$ cat src/rtl/div_if.sv
// Handshake and operand bundle between the execute stage (master) and the
// serial divider (slave).
interface div_if;
    logic        signed_div_i;
    logic [31:0] opdata1_i;
    logic [31:0] opdata2_i;
    logic        start_i;
    logic        annul_i;
    logic [63:0] result_o;
    logic        ready_o;

    modport master (
        output signed_div_i, opdata1_i, opdata2_i, start_i, annul_i,
        input  result_o, ready_o
    );

    modport slave (
        input  signed_div_i, opdata1_i, opdata2_i, start_i, annul_i,
        output result_o, ready_o
    );
endinterface

$ cat src/rtl/div.sv
// Radix-2 restoring divider, 32-bit signed/unsigned, one quotient bit per
// cycle. Result is {remainder, quotient}, held until start drops.
module div (
    input  logic  clk,
    input  logic  rst,
    div_if.slave  bus
);
    localparam logic [1:0] S_FREE   = 2'd0;
    localparam logic [1:0] S_BYZERO = 2'd1;
    localparam logic [1:0] S_ON     = 2'd2;
    localparam logic [1:0] S_END    = 2'd3;

    logic [1:0]  state;
    logic [64:0] dividend;
    logic [31:0] divisor;
    logic [5:0]  cnt;
    logic        neg_q;
    logic        neg_r;
    logic [63:0] work;

    logic [31:0] mag1, mag2;
    logic [32:0] diff;
    logic [64:0] next_div;
    logic [31:0] quo, rem;

    always_comb begin
        mag1 = (bus.signed_div_i && bus.opdata1_i[31]) ? (~bus.opdata1_i + 32'd1) : bus.opdata1_i;
        mag2 = (bus.signed_div_i && bus.opdata2_i[31]) ? (~bus.opdata2_i + 32'd1) : bus.opdata2_i;
        diff = {1'b0, dividend[63:32]} - {1'b0, divisor};
        // Borrow means the trial subtraction fails: restore by shifting only.
        next_div = diff[32] ? {dividend[63:0], 1'b0}
                            : {diff[31:0], dividend[31:0], 1'b1};
        quo = neg_q ? (~next_div[31:0] + 32'd1)  : next_div[31:0];
        rem = neg_r ? (~next_div[64:33] + 32'd1) : next_div[64:33];
    end

    always_ff @(posedge clk) begin
        if (rst) begin
            state        <= S_FREE;
            dividend     <= '0;
            divisor      <= '0;
            cnt          <= '0;
            neg_q        <= 1'b0;
            neg_r        <= 1'b0;
            work         <= '0;
            bus.result_o <= '0;
            bus.ready_o  <= 1'b0;
        end else begin
            case (state)
                S_FREE: begin
                    if (bus.start_i && !bus.annul_i) begin
                        neg_q <= bus.signed_div_i & (bus.opdata1_i[31] ^ bus.opdata2_i[31]);
                        neg_r <= bus.signed_div_i & bus.opdata1_i[31];
                        if (bus.opdata2_i == 32'd0) begin
                            state <= S_BYZERO;
                        end else begin
                            state    <= S_ON;
                            dividend <= {32'b0, mag1, 1'b0};
                            divisor  <= mag2;
                            cnt      <= '0;
                        end
                    end
                end
                S_BYZERO: begin
                    work  <= '0;
                    state <= S_END;
                end
                S_ON: begin
                    if (bus.annul_i) begin
                        state <= S_FREE;
                    end else begin
                        dividend <= next_div;
                        cnt      <= cnt + 6'd1;
                        // Last quotient bit lands this edge; fix signs on the fly.
                        if (cnt == 6'd31) begin
                            work  <= {rem, quo};
                            state <= S_END;
                        end
                    end
                end
                default: begin
                    if (bus.start_i) begin
                        bus.ready_o  <= 1'b1;
                        bus.result_o <= work;
                    end else begin
                        state        <= S_FREE;
                        bus.ready_o  <= 1'b0;
                        bus.result_o <= '0;
                    end
                end
            endcase
        end
    end
endmodule

$ cat src/flat_wrapper.sv
// flat-port wrapper written by rule: the top's interface ports become plain ports
module div_flat 
  (clk, rst, bus_signed_div_i, bus_opdata1_i, bus_opdata2_i, bus_start_i, bus_annul_i, bus_result_o, bus_ready_o);
  div_if bus_i ();
  input  logic clk;
  input  logic rst;
  input wire logic [$bits(bus_i.signed_div_i)-1:0] bus_signed_div_i;
  input wire logic [$bits(bus_i.opdata1_i)-1:0] bus_opdata1_i;
  input wire logic [$bits(bus_i.opdata2_i)-1:0] bus_opdata2_i;
  input wire logic [$bits(bus_i.start_i)-1:0] bus_start_i;
  input wire logic [$bits(bus_i.annul_i)-1:0] bus_annul_i;
  output wire logic [$bits(bus_i.result_o)-1:0] bus_result_o;
  output wire logic [$bits(bus_i.ready_o)-1:0] bus_ready_o;
  assign bus_i.signed_div_i = bus_signed_div_i;
  assign bus_i.opdata1_i = bus_opdata1_i;
  assign bus_i.opdata2_i = bus_opdata2_i;
  assign bus_i.start_i = bus_start_i;
  assign bus_i.annul_i = bus_annul_i;
  assign bus_result_o = bus_i.result_o;
  assign bus_ready_o = bus_i.ready_o;
  div u_core (.clk(clk), .rst(rst), .bus(bus_i));
endmodule
$ cat config.mk
export PLATFORM = sky130hd
export DESIGN_NAME = div_flat
export DESIGN_NICKNAME = d
export VERILOG_FILES = /design/src/rtl/div_if.sv /design/src/rtl/div.sv /design/src/flat_wrapper.sv
export SDC_FILE = /design/constraint.sdc
export NUM_CORES = 1
export LEC_CHECK = 0
export CAP_MARGIN = 20
export CORE_ASPECT_RATIO = 1.1
export CORE_MARGIN = 10
export CORE_UTILIZATION = 50
export DETAILED_ROUTE_END_ITERATION = 16
export PLACE_DENSITY = 0.74
export SLEW_MARGIN = 20
export SYNTH_ARGS = -nofsm -noshare
export SYNTH_HDL_FRONTEND = slang
export SYNTH_SLANG_ARGS = --single-unit
$ cat constraint.sdc
create_clock -name clk -period 4.9 [get_ports clk]
set_clock_uncertainty 0.1 [all_clocks]
set_input_delay 0.98 -clock clk [delete_from_list [all_inputs] [get_ports clk]]
set_output_delay 0.98 -clock clk [all_outputs]
set_load 0.03 [all_outputs]
Word level (Yosys, flattened, before mapping)

Cells that the tools add are included.

Add/subtract/negate cells: 6
Eq/ne operators: 9
Mux-type cells: 24
Bitwise gates (word level): 8
Reductions and logical operators: 14

Operators with widths:

| cell                  | count |
|---|---|
| $mux 64               | 6 |
| $pmux 64 s2           | 2 |
| $add 32x1->32 const B | 4 |
| $mux 32               | 4 |
| $not 32->32           | 4 |
| $mux 65               | 1 |
| $sub 32x32->33        | 1 |
| $logic_not 32->1      | 1 |
| $mux 6                | 3 |
| $pmux 6 s2            | 1 |
| $mux 2                | 5 |
| $reduce_and 3->1      | 3 |
| $add 6x1->6 const B   | 1 |
| $eq 6x5->1 const B    | 1 |
| $pmux 2 s3            | 1 |
| $ne 2x1->1 const B    | 2 |
| $ne 2x2->1 const B    | 2 |
| $ne 4x1->1 const B    | 1 |
| $reduce_and 4->1      | 1 |
| $reduce_bool 2->1     | 2 |
| $logic_and 1x1->1     | 3 |
| $ne 3x2->1 const B    | 1 |
| $reduce_or 3->1       | 1 |
| $and 1x1->1           | 2 |
| 8 further kinds       | 8 |

Register bits after elaboration: 235
Input port bits: 69
Output and inout port bits: 65
Word-level logic and storage cells: 70

Depth between registers and ports, before layout

Depth in word-level cells: 8
Gate-level depth with buffers: 25
Depth with buffers taken out: 21

Least setup slack after synthesis

Ideal clock, no wire load.

Path kind: reg-to-reg
From: register u_core.dividend[32]
To: register u_core.work[62]
Library setup time: 125 ps
Data arrival time: 5,060 ps
Required time: 4,675 ps
Slack: -385 ps
Stages on the path, launching flop included: 25
Buffers on the path: 4
Period minus slack after synthesis: 5,285 ps
Cell sequence: dfxtp_1 > inv_1 > ha_1 > fa_1 > nor2b_4 > o31ai_1 > a211o_1 > a2111oi_4 > or2_1 > buf_2 > buf_4 > clkbuf_1 > clkbuf_1 > nand2_1 > o21ai_0 > ha_1 > nand2_1 > nor2_1 > and4_1 > nand4_1 > a211o_1 > or3b_4 > o31ai_2 > xor2_1 > o21ai_1

Longest elaborated chain between the ends: 8

RTL lines:

| element                  | line      | text |
|---|---|---|
| start: declaration       | div.sv:14 | `logic [64:0] dividend;` |
| start signal: assignment | div.sv:58 | `dividend <= {32'b0, mag1, 1'b0};` |
| start signal: assignment | div.sv:72 | `dividend <= next_div;` |
| $sub 32x32->33           | div.sv:29 | `diff = {1'b0, dividend[63:32]} - {1'b0, divisor};` |
| $mux 65 (*)              | div.sv:31 | `next_div = diff[32] ? {dividend[63:0], 1'b0}` |
| $not 32->32              | div.sv:34 | `rem = neg_r ? (~next_div[64:33] + 32'd1) : next_div[64:33];` |
| $add 32x1->32            | div.sv:34 |  |
| $mux 32 (*)              | div.sv:34 |  |
| $mux 64 (*)              | div.sv:75 | `if (cnt == 6'd31) begin` |
| $mux 64 (*)              | div.sv:69 | `if (bus.annul_i) begin` |
| $pmux 64 s2 (*)          | div.sv:49 | `case (state)` |
| end signal: assignment   | div.sv:76 | `work <= {rem, quo};` |
| end: declaration         | div.sv:19 | `logic [63:0] work;` |

Mark *: on every way between the ends. The rest lies on a longest branch, timed or not. The select of a mux whose other input is x is not followed.
A chain may end at the register's enable or synchronous reset.

Final worst setup path

Same ends and word-level chain as after synthesis.

==> results.sh <==
export IMPL_status="completed"
export IMPL_synth_edf_count=0
export IMPL_cts_root_buf="clkbuf_16"
export IMPL_grt_total_usage=0.220
export IMPL_min_period_ns=4.67
export IMPL_design_area_um2=16300
export IMPL_synth_common_cells="240 x nor2_1, 235 x dfxtp_1, 216 x nand2_1"
export IMPL_synthMuxAreaShare=0.00944
export IMPL_synthXorXnorAreaFrac=0.0864
export IMPL_worstPathMaxFanout=7
export IMPL_worst_pin_slew_ns=1.05
export IMPL_hpwl_mm=29.8
export IMPL_area_growth_pct=18.5
export IMPL_top_level_ports=134
export IMPL_wl_met2_mm=19.2
export IMPL_rr_endpoint="u_core.work[62]"
export IMPL_gp_congestion=0.906
export IMPL_synth_area_leaders="dfxtp_1 34%, nor2_1 6.5%, nand2_1 5.9%"
export IMPL_synth_top_area_cell="dfxtp_1"
export IMPL_cts_buffers=26
export IMPL_clkTransAtPathRegs_ns=0.06
export IMPL_dr_max_layer_used="met4"
export IMPL_setup_worst_path_start="u_core.dividend[32]"
export IMPL_via_count=13319
export IMPL_firstDrtPassIters=6
export IMPL_antenna_found_initial=0
export IMPL_drc=0
export IMPL_setup_violations=0
export IMPL_async_reset_ff_frac=0
export IMPL_crit_path_end_kind="register"
export IMPL_routed_wl_mm=40.5
export IMPL_yosys_area_share_simple=0.215
export IMPL_grt_max_degree=93
export IMPL_wl_per_cell_um=17.9
export IMPL_grt_overflow=0
export IMPL_cellPowerDensity_nw_per_um2=328
export IMPL_core_area_um2=27000
export IMPL_cellLeakagePower_uw=0.00604
export IMPL_netlist_instances=1800
export IMPL_antenna_cells=0
export IMPL_r2r_start="u_core.dividend[32]"
export IMPL_cp_endpoint="u_core.work[62]"
export IMPL_clock_latency_ns=0.53
export IMPL_peakVddDrop_v=0.000247
export IMPL_hold_buffers=0
export IMPL_die_x_um=178
export IMPL_ys_ff_latch=235
export IMPL_critPathRequiredTime_ns=5.20
export IMPL_cts_htree_levels=1
export IMPL_clock_sinks=235
export IMPL_synth_top_area_frac=0.341
export IMPL_place_area_um2=15400
export IMPL_yosysSeqAreaShare=0.341
export IMPL_hold_viol_final=0
export IMPL_crit_arrival_ns=4.96
export IMPL_cts_tree="done"
export IMPL_ys_flop_type="dfxtp_1"
export IMPL_die_area_um2=34600
export IMPL_critical_path_class="reg -> reg"
export IMPL_synth_avg_cell_area_um2=7.66
export IMPL_clk_path_buf_depth=3
export IMPL_drv_slew=0
export IMPL_layout_cells_non_filler=2256
export IMPL_timing_fmax_mhz=214
export IMPL_hold_path_class="reg -> reg"
export IMPL_cap_violations=0
export IMPL_initial_core_util=0.510
export IMPL_dr_wl_met3_mm=2.42
export IMPL_period_share=0.953
export IMPL_synth_top_family_by_area="compound AO/OA/AOI/OAI gates"
export IMPL_cp_slowest_stage_delay_ns=0.42
export IMPL_m1WireLength_mm=17.7
export IMPL_synth_area_um2=13800
export IMPL_fill_cells=2442
export IMPL_synth_most_common_cell="nor2_1"
export IMPL_drtAntennaViolNets=0
export IMPL_portBuffers=133
export IMPL_grt_first_pass_wirelength_mm=64.3
export IMPL_slew_limit_headroom=0.300
export IMPL_crit_chain="inv_1 -> ha_2 -> fa_2 -> nor2b_4 -> o31ai_1 -> a211o_1 -> a2111oi_4 -> or2_4 -> a21oi_1 -> inv_1 -> ha_2 -> nand2_1 -> nor2_2 -> and4_1 -> nand4_1 -> a211o_1 -> or3b_4 -> o31ai_4 -> xor2_1 -> o21ai_1"
export IMPL_syn_nets=1912
export IMPL_ys_warn_count=0
export IMPL_die_h_um=194
export IMPL_total_power_uw=5350
export IMPL_finish_net_count=1992
export IMPL_final_util=0.604
export IMPL_cp_slowest_cell="or3b_4"
export IMPL_grt_pass1_vias=12528
export IMPL_synth_compound_area_frac=0.257
export IMPL_critical_path_startpoint_type="register"
export IMPL_rows=63
export IMPL_reg2reg_depth=20
export IMPL_drt_iter0_markers=1061
export IMPL_routed_via_density=5.90
export IMPL_placedCellCount=2207
export IMPL_synthAdderAreaFrac=0.0396
export IMPL_drive_gt1_frac=0.0585
export IMPL_synth_cell_types=80
export IMPL_r2r_slack_ns=0.23
-- worst min path at each step --
stage	start	endpoint	slack (ns)	depth (start not counted)
final	u_core.work[29]	u_core.work[29]	0.35	2
after global routing	u_core.work[15]	u_core.work[15]	0.38	2
after detailed placement	u_core.work[19]	u_core.work[19]	0.34	2
after global placement	u_core.work[15]	u_core.work[15]	0.34	2
after floorplan	u_core.work[52]	u_core.work[52]	0.32	2
after CTS	u_core.work[29]	u_core.work[29]	0.36	2
-- placed cells by master (no fill, tap or decap), types with 40 or more instances in the layout --
cell and n:
inv_1 61, dfxtp_1 235, a21oi_1 126, clkdlybuf4s50_1 132, xnor2_1 73, a211oi_1 45
ha_1 40, xor2_1 63, nor2_1 239, o21ai_0 112, a22oi_1 107, nand2_1 216
-- area by class of cell --
class                           count  area, um2  area share
Timing Repair Buffer              171       1640       0.101
Inverter                           63        239      0.0146
Clock buffer                       40        805      0.0492
Sequential cell                   235       4700       0.288
Tap cell                          357        447      0.0273
Multi-Input combinational cell   1383       8430       0.516
Clock inverter                      7       71.3     0.00437
-- registers in the layout, summed over array words and instances, names as in the netlist --
register	cells
u_core.bus.ready_o	1
u_core.divisor	32
u_core.neg_q	1
u_core.work	64
u_core.neg_r	1
u_core.state	2
u_core.bus.result_o	64
u_core.cnt	6
u_core.dividend	64
-- logic make-up (layout without fill, tap and decap cells) --
kind of cell | count (synthesis) | in the layout
buffers and inverters | 182 | 281
AOI/OAI and AO/OA | 538 | 538
xor gates and xnor gates | 136 | 136
and+or+nand+nor | 653 | 653
DFF | 235 | 235
muxes | 13 | 13
adders and majority gates | 43 | 43
-- critical path, delay by kind of cell, from the launching register on --
family | cells | cell delay (ns)
adders and majority gates | 3 | 0.80
DFF | 1 | 0.35
AOI/OAI and AO/OA | 7 | 1.60
buffers and inverters | 2 | 0.16
and+or+nand+nor | 7 | 1.37
xor gates and xnor gates | 1 | 0.18
-- what timing repair did --
item | in CTS | in global routing
gates resized for setup | 0 | 3
endpoints found under the setup margin | 0 | 3
buffers inserted | 0 | 2
-- power by group --
group          switching (uW)  leakage, uW  total [uW]  internal (uW)
Combinational             819      0.00371        1320            500
Sequential               81.5      0.00190        2060           1980
Clock                     793     0.000435        1970           1180
Total                    1690      0.00604        5350           3660
-- metrics by stage --
stage               hold slack (ns)  setup WS (ns)  TNS [ns]
global route                  0.380       -0.00249  -0.00249
finish                        0.351          0.231         0
floorplan                     0.325        0.00681         0
CTS                           0.356         0.0720         0
global placement              0.336          0.187         0
detailed placement            0.344          0.101         0
-- per-layer routing --
metal  vias up  GRT usage
met2       389      0.369
met1      6286      0.284
met3        72     0.0310
met4         0     0.0720
li1       6572          -
met5         -          0
No activity file was read; power rests on OpenSTA's default activity.
